### src/rtl/disparo_pc.sv
// rtl/disparo_pc.sv - PC shot generator over a loaded N x N battleship board
// Optional neighbour hunting after a hit is built when DISPARO_PC_CAZA_EN is defined.
module disparo_pc #(
    parameter int N            = 5,
    parameter int MAX_INTENTOS = 8,
    parameter int CELDAS_BARCO = 15
) (
    input  logic                       clk,
    input  logic                       reset,
    input  logic                       cargar,
    input  logic [N-1:0][N-1:0][31:0]  matrizEntrada,
    input  logic                       disparar,
    input  logic [3:0]                 filaRandom,
    input  logic [3:0]                 columnaRandom,
    output logic [N-1:0][N-1:0][31:0]  matrizSalida,
    output logic [3:0]                 filaDisparo,
    output logic [3:0]                 columnaDisparo,
    output logic                       disparoListo,
    output logic                       acierto,
    output logic [4:0]                 aciertosTotales,
    output logic                       ocupado,
    output logic                       juegoTerminado
);

    localparam logic [1:0] S_IDLE    = 2'd0;
    localparam logic [1:0] S_ELEGIR  = 2'd1;
    localparam logic [1:0] S_BARRIDO = 2'd2;
    localparam logic [1:0] S_APLICAR = 2'd3;
    localparam int IW = $clog2(MAX_INTENTOS + 1);

    logic [1:0]                r_estado;
    logic [N-1:0][N-1:0][31:0] r_matriz;
    logic [3:0]                r_fila;
    logic [3:0]                r_col;
    logic                      r_listo;
    logic                      r_acierto;
    logic [4:0]                r_aciertos;
    logic                      r_fin;
    logic [IW-1:0]             r_intentos;
    logic [3:0]                r_bf;
    logic [3:0]                r_bc;

    logic                      w_cand_ok;
    logic                      w_scan_ok;
    logic                      w_es_barco;
    logic [4:0]                w_nuevo;

    // Out-of-range coordinates read as water; callers check bounds separately.
    function automatic logic [31:0] leer(input logic [N-1:0][N-1:0][31:0] m,
                                         input logic [3:0] f, input logic [3:0] c);
        logic [31:0] v;
        v = '0;
        for (int i = 0; i < N; i++)
            for (int j = 0; j < N; j++)
                if (4'(i) == f && 4'(j) == c) v = m[i][j];
        return v;
    endfunction

    function automatic logic disparada(input logic [31:0] v);
        return (v == 32'd2) || (v == 32'd3);
    endfunction

    always_comb begin
        w_cand_ok  = (filaRandom < 4'(N)) && (columnaRandom < 4'(N)) &&
                     !disparada(leer(r_matriz, filaRandom, columnaRandom));
        w_scan_ok  = !disparada(leer(r_matriz, r_bf, r_bc));
        w_es_barco = leer(r_matriz, r_fila, r_col) != 32'd0;
        w_nuevo    = (r_aciertos < 5'(CELDAS_BARCO)) ? r_aciertos + 5'd1 : r_aciertos;
    end

`ifdef DISPARO_PC_CAZA_EN
    logic       r_caza_valid;
    logic [3:0] r_caza_f;
    logic [3:0] r_caza_c;
    logic       r_probando;
    logic [1:0] r_dir;
    logic [3:0] w_vec_f;
    logic [3:0] w_vec_c;
    logic       w_vec_ok;

    // Neighbour order up, right, down, left; underflow wraps to 15 and fails the bound check.
    always_comb begin
        w_vec_f = r_caza_f;
        w_vec_c = r_caza_c;
        case (r_dir)
            2'd0:    w_vec_f = r_caza_f - 4'd1;
            2'd1:    w_vec_c = r_caza_c + 4'd1;
            2'd2:    w_vec_f = r_caza_f + 4'd1;
            default: w_vec_c = r_caza_c - 4'd1;
        endcase
        w_vec_ok = (w_vec_f < 4'(N)) && (w_vec_c < 4'(N)) &&
                   !disparada(leer(r_matriz, w_vec_f, w_vec_c));
    end
`endif

    always_ff @(posedge clk) begin
        if (reset) begin
            r_estado   <= S_IDLE;
            r_matriz   <= '0;
            r_fila     <= '0;
            r_col      <= '0;
            r_listo    <= 1'b0;
            r_acierto  <= 1'b0;
            r_aciertos <= '0;
            r_fin      <= 1'b0;
            r_intentos <= '0;
            r_bf       <= '0;
            r_bc       <= '0;
`ifdef DISPARO_PC_CAZA_EN
            r_caza_valid <= 1'b0;
            r_caza_f     <= '0;
            r_caza_c     <= '0;
            r_probando   <= 1'b0;
            r_dir        <= '0;
`endif
        end else begin
            r_listo <= 1'b0;
            if (cargar) begin
                // Loading also aborts any shot in flight without touching the board.
                r_matriz   <= matrizEntrada;
                r_aciertos <= '0;
                r_acierto  <= 1'b0;
                r_fin      <= 1'b0;
                r_estado   <= S_IDLE;
`ifdef DISPARO_PC_CAZA_EN
                r_caza_valid <= 1'b0;
                r_probando   <= 1'b0;
`endif
            end else begin
                case (r_estado)
                    S_IDLE: begin
                        if (disparar && !r_fin) begin
                            r_estado   <= S_ELEGIR;
                            r_intentos <= '0;
`ifdef DISPARO_PC_CAZA_EN
                            r_probando <= r_caza_valid;
                            r_dir      <= '0;
`endif
                        end
                    end
                    S_ELEGIR: begin
`ifdef DISPARO_PC_CAZA_EN
                        if (r_probando) begin
                            if (w_vec_ok) begin
                                r_fila     <= w_vec_f;
                                r_col      <= w_vec_c;
                                r_probando <= 1'b0;
                                r_estado   <= S_APLICAR;
                            end else begin
                                r_dir <= r_dir + 2'd1;
                                if (r_dir == 2'd3) r_probando <= 1'b0;
                            end
                        end else
`endif
                        if (w_cand_ok) begin
                            r_fila   <= filaRandom;
                            r_col    <= columnaRandom;
                            r_estado <= S_APLICAR;
                        end else begin
                            r_intentos <= r_intentos + IW'(1);
                            if (r_intentos == IW'(MAX_INTENTOS - 1)) begin
                                r_estado <= S_BARRIDO;
                                r_bf     <= '0;
                                r_bc     <= '0;
                            end
                        end
                    end
                    S_BARRIDO: begin
                        if (w_scan_ok) begin
                            r_fila   <= r_bf;
                            r_col    <= r_bc;
                            r_estado <= S_APLICAR;
                        end else if (r_bc == 4'(N - 1)) begin
                            r_bc <= '0;
                            r_bf <= (r_bf == 4'(N - 1)) ? 4'd0 : r_bf + 4'd1;
                        end else begin
                            r_bc <= r_bc + 4'd1;
                        end
                    end
                    S_APLICAR: begin
                        for (int i = 0; i < N; i++)
                            for (int j = 0; j < N; j++)
                                if (4'(i) == r_fila && 4'(j) == r_col)
                                    r_matriz[i][j] <= w_es_barco ? 32'd3 : 32'd2;
                        r_listo   <= 1'b1;
                        r_acierto <= w_es_barco;
                        if (w_es_barco) begin
                            r_aciertos <= w_nuevo;
                            if (w_nuevo == 5'(CELDAS_BARCO)) r_fin <= 1'b1;
                        end
`ifdef DISPARO_PC_CAZA_EN
                        r_caza_valid <= w_es_barco;
                        r_caza_f     <= r_fila;
                        r_caza_c     <= r_col;
`endif
                        r_estado <= S_IDLE;
                    end
                    default: r_estado <= S_IDLE;
                endcase
            end
        end
    end

    assign matrizSalida    = r_matriz;
    assign filaDisparo     = r_fila;
    assign columnaDisparo  = r_col;
    assign disparoListo    = r_listo;
    assign acierto         = r_acierto;
    assign aciertosTotales = r_aciertos;
    assign juegoTerminado  = r_fin;
    assign ocupado         = (r_estado != S_IDLE);

endmodule

### config.mk
export PLATFORM = sky130hd
export DESIGN_NAME = disparo_pc
export DESIGN_NICKNAME = d
export VERILOG_FILES = /design/src/rtl/disparo_pc.sv
export SDC_FILE = /design/constraint.sdc
export NUM_CORES = 2
export LEC_CHECK = 0
export CORE_AREA = 2 2 639 641
export DETAILED_ROUTE_END_ITERATION = 6
export DIE_AREA = 0 0 641 643
export PLACE_DENSITY = 0.3
export SYNTH_ARGS = -nofsm -noshare
export SYNTH_HDL_FRONTEND = slang
export SYNTH_SLANG_ARGS = --single-unit
### constraint.sdc
create_clock -name clk -period 5.65 [get_ports clk]
set_clock_uncertainty 0.2 [all_clocks]
set_input_delay 0.8475 -clock clk [delete_from_list [all_inputs] [get_ports clk]]
set_output_delay 0.8475 -clock clk [all_outputs]
set_load 0.05 [all_outputs]
==> impl_results.md <==
* Outcome: finished with violations
* Violated checks: DRC, setup timing
* Power share of the combinational group at a little under a third
* Post-synthesis mux area share at between 2 and 3%
* End-of-flow core utilization at about 22%
* Grt total ovfl at 0
* Count of endpoints failing hold in the final timing report at 0
* Final WL at ~810000 um
* P_sw at between 8000 and 9000 uW
* LEAKAGE at about 0.034 uW
* CP Data Required Time at roughly 6.2 ns
* Transition time at the pin with the least slew margin at around 1.5 ns
* GRT met2 Usage at between 50% and 60%
* Number of antenna violations at the first check in global routing at between 200 and 250
* Share of synthesized flip-flops with an asynchronous set or reset at 0%
* Worst setup endpoint: filaDisparo[1]
* Number of nets at the end of the flow at ~10000
* Setup repair after global routing missed its margin: no
* Hold buffer count at CTS at 0
* Number of iterations in the first detailed-routing pass at 7
* Number of rows in the core area at about 230
* Max-capacitance violation count at 0
* CP startpoint: r_bc[0]
* Largest family of logic cells by synthesized area: compound AO/OA/AOI/OAI gates
* Peak VDD IR at ~270 uV
* Met1 Use GR at between 40% and 50%
* Number of nets in the synthesized netlist at between 7000 and 8000
* Skew-Pair Late Insertion Delay at 1.00 ns
* Core Area at a little over 400000 um^2
* Full die area at 412000 um^2
* Synthesized cell area at approximately 50000 um^2
* CTS tree: done
* Max-slew violation count at 0
* Synth-to-layout area growth at 82.7%
* Remaining number of nets flagged by the antenna check after routing at 0
* Worst hold margin at approximately 0.13 ns
* H-tree level count at 3
* Period utilization at 101%
* Layout Cell Area excl Fill at 91100 um^2
* Critical path startpoint category: flip-flop
* Startpoint-to-endpoint class of the critical path: reg2reg
* Detailed placement HPWL at roughly 680000 um
* Placed cell area at between 80000 and 90000 um^2
* Clock tree buffer depth at 4
* CP max FO at 16
* Worst flop-to-flop path endpoint: filaDisparo[1]
* Sinks on Clock Net at 830
* Post-layout min period at roughly 5.7 ns
* Layout cells sized above 1 at a little under a quarter
* Simple-gate share of the synthesized area at 19.0%
* Path class of the lowest-slack min-delay path: in2reg
* Compound-Gate Fraction of Synth Area at approximately two fifths
* Synth cell types at slightly above 100
* Num CTS Buffers at around 120
* Vertical die dimension at between 600 and 700 um
* Switching part of the total power at between 40 and 50%
* CTS root buffer: sky130_fd_sc_hd__clkbuf_16
* DRC at 1
* Power per cell area at 243 nW/um^2
* Crit path DAT at roughly 6.3 ns
* Number of enable-type register cells in the synthesized netlist at 0
* Clk network pwr share at 36.4%
* Finish-stage setup viols at 10
* Via count of the first global-routing pass at 77200
* Post-synthesis instance total at approximately 6600
* Total via count after detailed routing at ~80000
* Input/output buffers at ~1600
* Minimum setup slack among reg-to-reg paths at -0.08 ns
* Starting density of the core at between 10% and 20%
* GP Congestion at between 1 and 1.5
* Sequential fraction of design power at between 30% and 40%
* Worst R2R Path Depth at 21
* CP endpoint kind: flip-flop
* Portion of the post-synthesis area used by sequential elements at 33.3%
* First-pass GRT wire length at 987000 um
* Predominant post-synthesis flop cell: sky130_fd_sc_hd__dfxtp_1
* Boundary Pins at about 1600
* Adder-cell share of the synthesized area at less than 1%
* Pwr Total at ~22000 uW
* Layer with the highest usage after global routing: met2
* Flop and latch count out of synthesis at between 800 and 900
* DIE WIDTH at roughly 640 um
* Final WS setup at -0.0776 ns
* Global routing usage on met3 at between 10% and 20%
* Largest net degree at the start of global routing at 159
* Post-synthesis xor/xnor area fraction at less than 1%
* Worst slew margin relative to its limit at 2.14%
* Internal Power at 13200 uW
* Post-Synthesis Mean Instance Area at 7.59 um^2
* Drt initial violations at ~13000
* Detail-routed net length per standard cell at between 50 and 60 um
* Global-route usage over all layers at 37.5%
* Beginning of the worst register-to-register path: r_bc[0]
* Peak clock frequency supported by timing at roughly 0.17 GHz
* Ys Warns at 0
* Vias per cell at approximately 5.4
* Clock transition at the registers of the reported paths at about 0.060 ns
[synth_stat cells (25+ instances only)]
cell	n	area (um^2)
sky130_fd_sc_hd__a211oi_1	57	428
sky130_fd_sc_hd__o2bb2ai_1	33	289
sky130_fd_sc_hd__mux2i_1	81	811
sky130_fd_sc_hd__nor2_1	1050	3940
sky130_fd_sc_hd__and2_1	33	206
sky130_fd_sc_hd__a221o_1	34	340
sky130_fd_sc_hd__o2111ai_1	28	245
sky130_fd_sc_hd__o22ai_1	195	1220
sky130_fd_sc_hd__o221ai_1	78	683
sky130_fd_sc_hd__dfxtp_1	830	16600
sky130_fd_sc_hd__nor4_1	63	394
sky130_fd_sc_hd__nand3_1	111	556
sky130_fd_sc_hd__buf_2	99	495
sky130_fd_sc_hd__a22o_1	42	368
sky130_fd_sc_hd__a22oi_1	863	6480
sky130_fd_sc_hd__a221oi_1	111	972
sky130_fd_sc_hd__a31oi_1	72	450
sky130_fd_sc_hd__o211ai_1	58	435
sky130_fd_sc_hd__clkbuf_1	509	1910
sky130_fd_sc_hd__nand2b_1	43	269
sky130_fd_sc_hd__nand3b_1	27	203
sky130_fd_sc_hd__or3_1	25	156
sky130_fd_sc_hd__nand2_1	392	1470
sky130_fd_sc_hd__a21oi_1	447	2240
sky130_fd_sc_hd__nor3_1	91	455
sky130_fd_sc_hd__o21ai_0	398	1990
sky130_fd_sc_hd__nor2b_1	40	250
sky130_fd_sc_hd__mux2_2	25	282
sky130_fd_sc_hd__a2bb2oi_1	36	315
sky130_fd_sc_hd__buf_1	44	165
sky130_fd_sc_hd__inv_1	102	383
sky130_fd_sc_hd__nand4_1	30	188
sky130_fd_sc_hd__a2111oi_0	28	245
[worst min-delay path by stage]
stage                       from                end  slack [ns]  cells after the start
6_report                   reset  matrizSalida[666]        0.13                      2
5_1_grt                    reset  matrizSalida[655]        0.16                      2
4_1_cts                    reset  matrizSalida[666]        0.11                      2
3_5_place_dp             acierto            acierto        0.27                      2
3_3_place_gp   matrizSalida[781]  matrizSalida[781]        0.27                      2
2_1_floorplan      r_intentos[1]      r_intentos[1]        0.24                      2
[metal layers]
metal	vias to the layer above	wire, um
li1	31000	-
met1	42600	325000
met2	6717	342000
met3	1670	85300
met4	148	55400
met5	-	1120
[power by group through the flow]
stage | registers [uW] | logic (uW) | clock network [uW]
floorplan | 7710 | 1320 | 0
global placement | 7290 | 6630 | 0
detailed placement | 7280 | 6590 | 0
CTS | 7170 | 6630 | 8250
global route | 7160 | 6840 | 8440
finish | 7240 | 6850 | 8080
[placed cells by master, fill, tap and decap left out, drive strengths merged, types with 42 or more instances in the layout]
cell | netlist | layout
buf | 158 | 1852
clkdlybuf4s50 | 0 | 1622
nor2 | 1059 | 1059
a22oi | 863 | 863
dfxtp | 830 | 830
a21oi | 447 | 447
o21ai | 399 | 399
nand2 | 393 | 393
o22ai | 196 | 196
clkbuf | 510 | 174
nand3 | 111 | 111
a221oi | 111 | 111
inv | 102 | 103
nor3 | 93 | 93
diode | 0 | 84
mux2i | 81 | 81
o221ai | 78 | 78
a31oi | 72 | 72
nor4 | 66 | 66
o211ai | 58 | 58
a211oi | 58 | 58
nand2b | 43 | 43
a22o | 42 | 42
[cell type report]
class,instances,area (um^2)
sequential,830,16600
inverter,110,415
antenna,84,210
tap,5428,6790
timing repair buffer,3475,32100
multi-input combinational,4958,31000
clock inverter,30,488
clock buffer,174,3510
fill,45400,314000
[metrics by stage]
| stage | setup TNS (ns) | cells | setup slack (ns) |
|---|---|---|---|
| 6_report | -0.252 | 15100 | -0.0776 |
| 5_1_grt | 0 | 15000 | 0.00192 |
| 4_1_cts | 0 | 15000 | 0.0505 |
| 3_5_place_dp | -19.61 | 14800 | -0.968 |
| 3_3_place_gp | -23.48 | 14800 | -0.994 |
| 2_1_floorplan | 0 | 6566 | 1.10 |
[worst max-delay path, stage by stage (launching register included)]
cell and delay [ns]:
sky130_fd_sc_hd__dfxtp_1 0.34, sky130_fd_sc_hd__inv_1 0.07, sky130_fd_sc_hd__ha_2 0.20, sky130_fd_sc_hd__buf_12 0.16
sky130_fd_sc_hd__buf_4 0.20, sky130_fd_sc_hd__and2_1 0.20, sky130_fd_sc_hd__nand2_1 0.10, sky130_fd_sc_hd__buf_4 0.28
sky130_fd_sc_hd__buf_4 0.30, sky130_fd_sc_hd__o21ai_0 0.48, sky130_fd_sc_hd__buf_4 0.33, sky130_fd_sc_hd__or4_1 0.49
sky130_fd_sc_hd__o221ai_1 0.35, sky130_fd_sc_hd__buf_4 0.25, sky130_fd_sc_hd__nand3_1 0.18, sky130_fd_sc_hd__nand4_1 0.13
sky130_fd_sc_hd__or4_1 0.16, sky130_fd_sc_hd__o31a_4 0.21, sky130_fd_sc_hd__o21ai_2 0.08, sky130_fd_sc_hd__buf_4 0.19
sky130_fd_sc_hd__a2111oi_0 0.51, sky130_fd_sc_hd__a211oi_1 0.10
[cells by family after synthesis]
group,Yosys count
mux,114
flops,830
buf+inv,778
xor+xnor,1
simple gates,2064
fa+ha+maj,14
compound gates,2765
[registers in the layout, summed over array words and instances (netlist names)]
signal / count
r_bf: 4
r_intentos: 4
columnaDisparo: 4
r_bc: 4
aciertosTotales: 5
filaDisparo: 4
acierto: 1
r_estado: 2
disparoListo: 1
matrizSalida: 800
juegoTerminado: 1
[timing repair]
action	CTS	global route
endpoints found under the setup margin	44	46
cloned	0	0
buffers inserted	1	1
pin swaps	4	3
endpoints found under the hold margin	0	0
gates resized for setup	38	20
(Power assumes the default switching activity.)
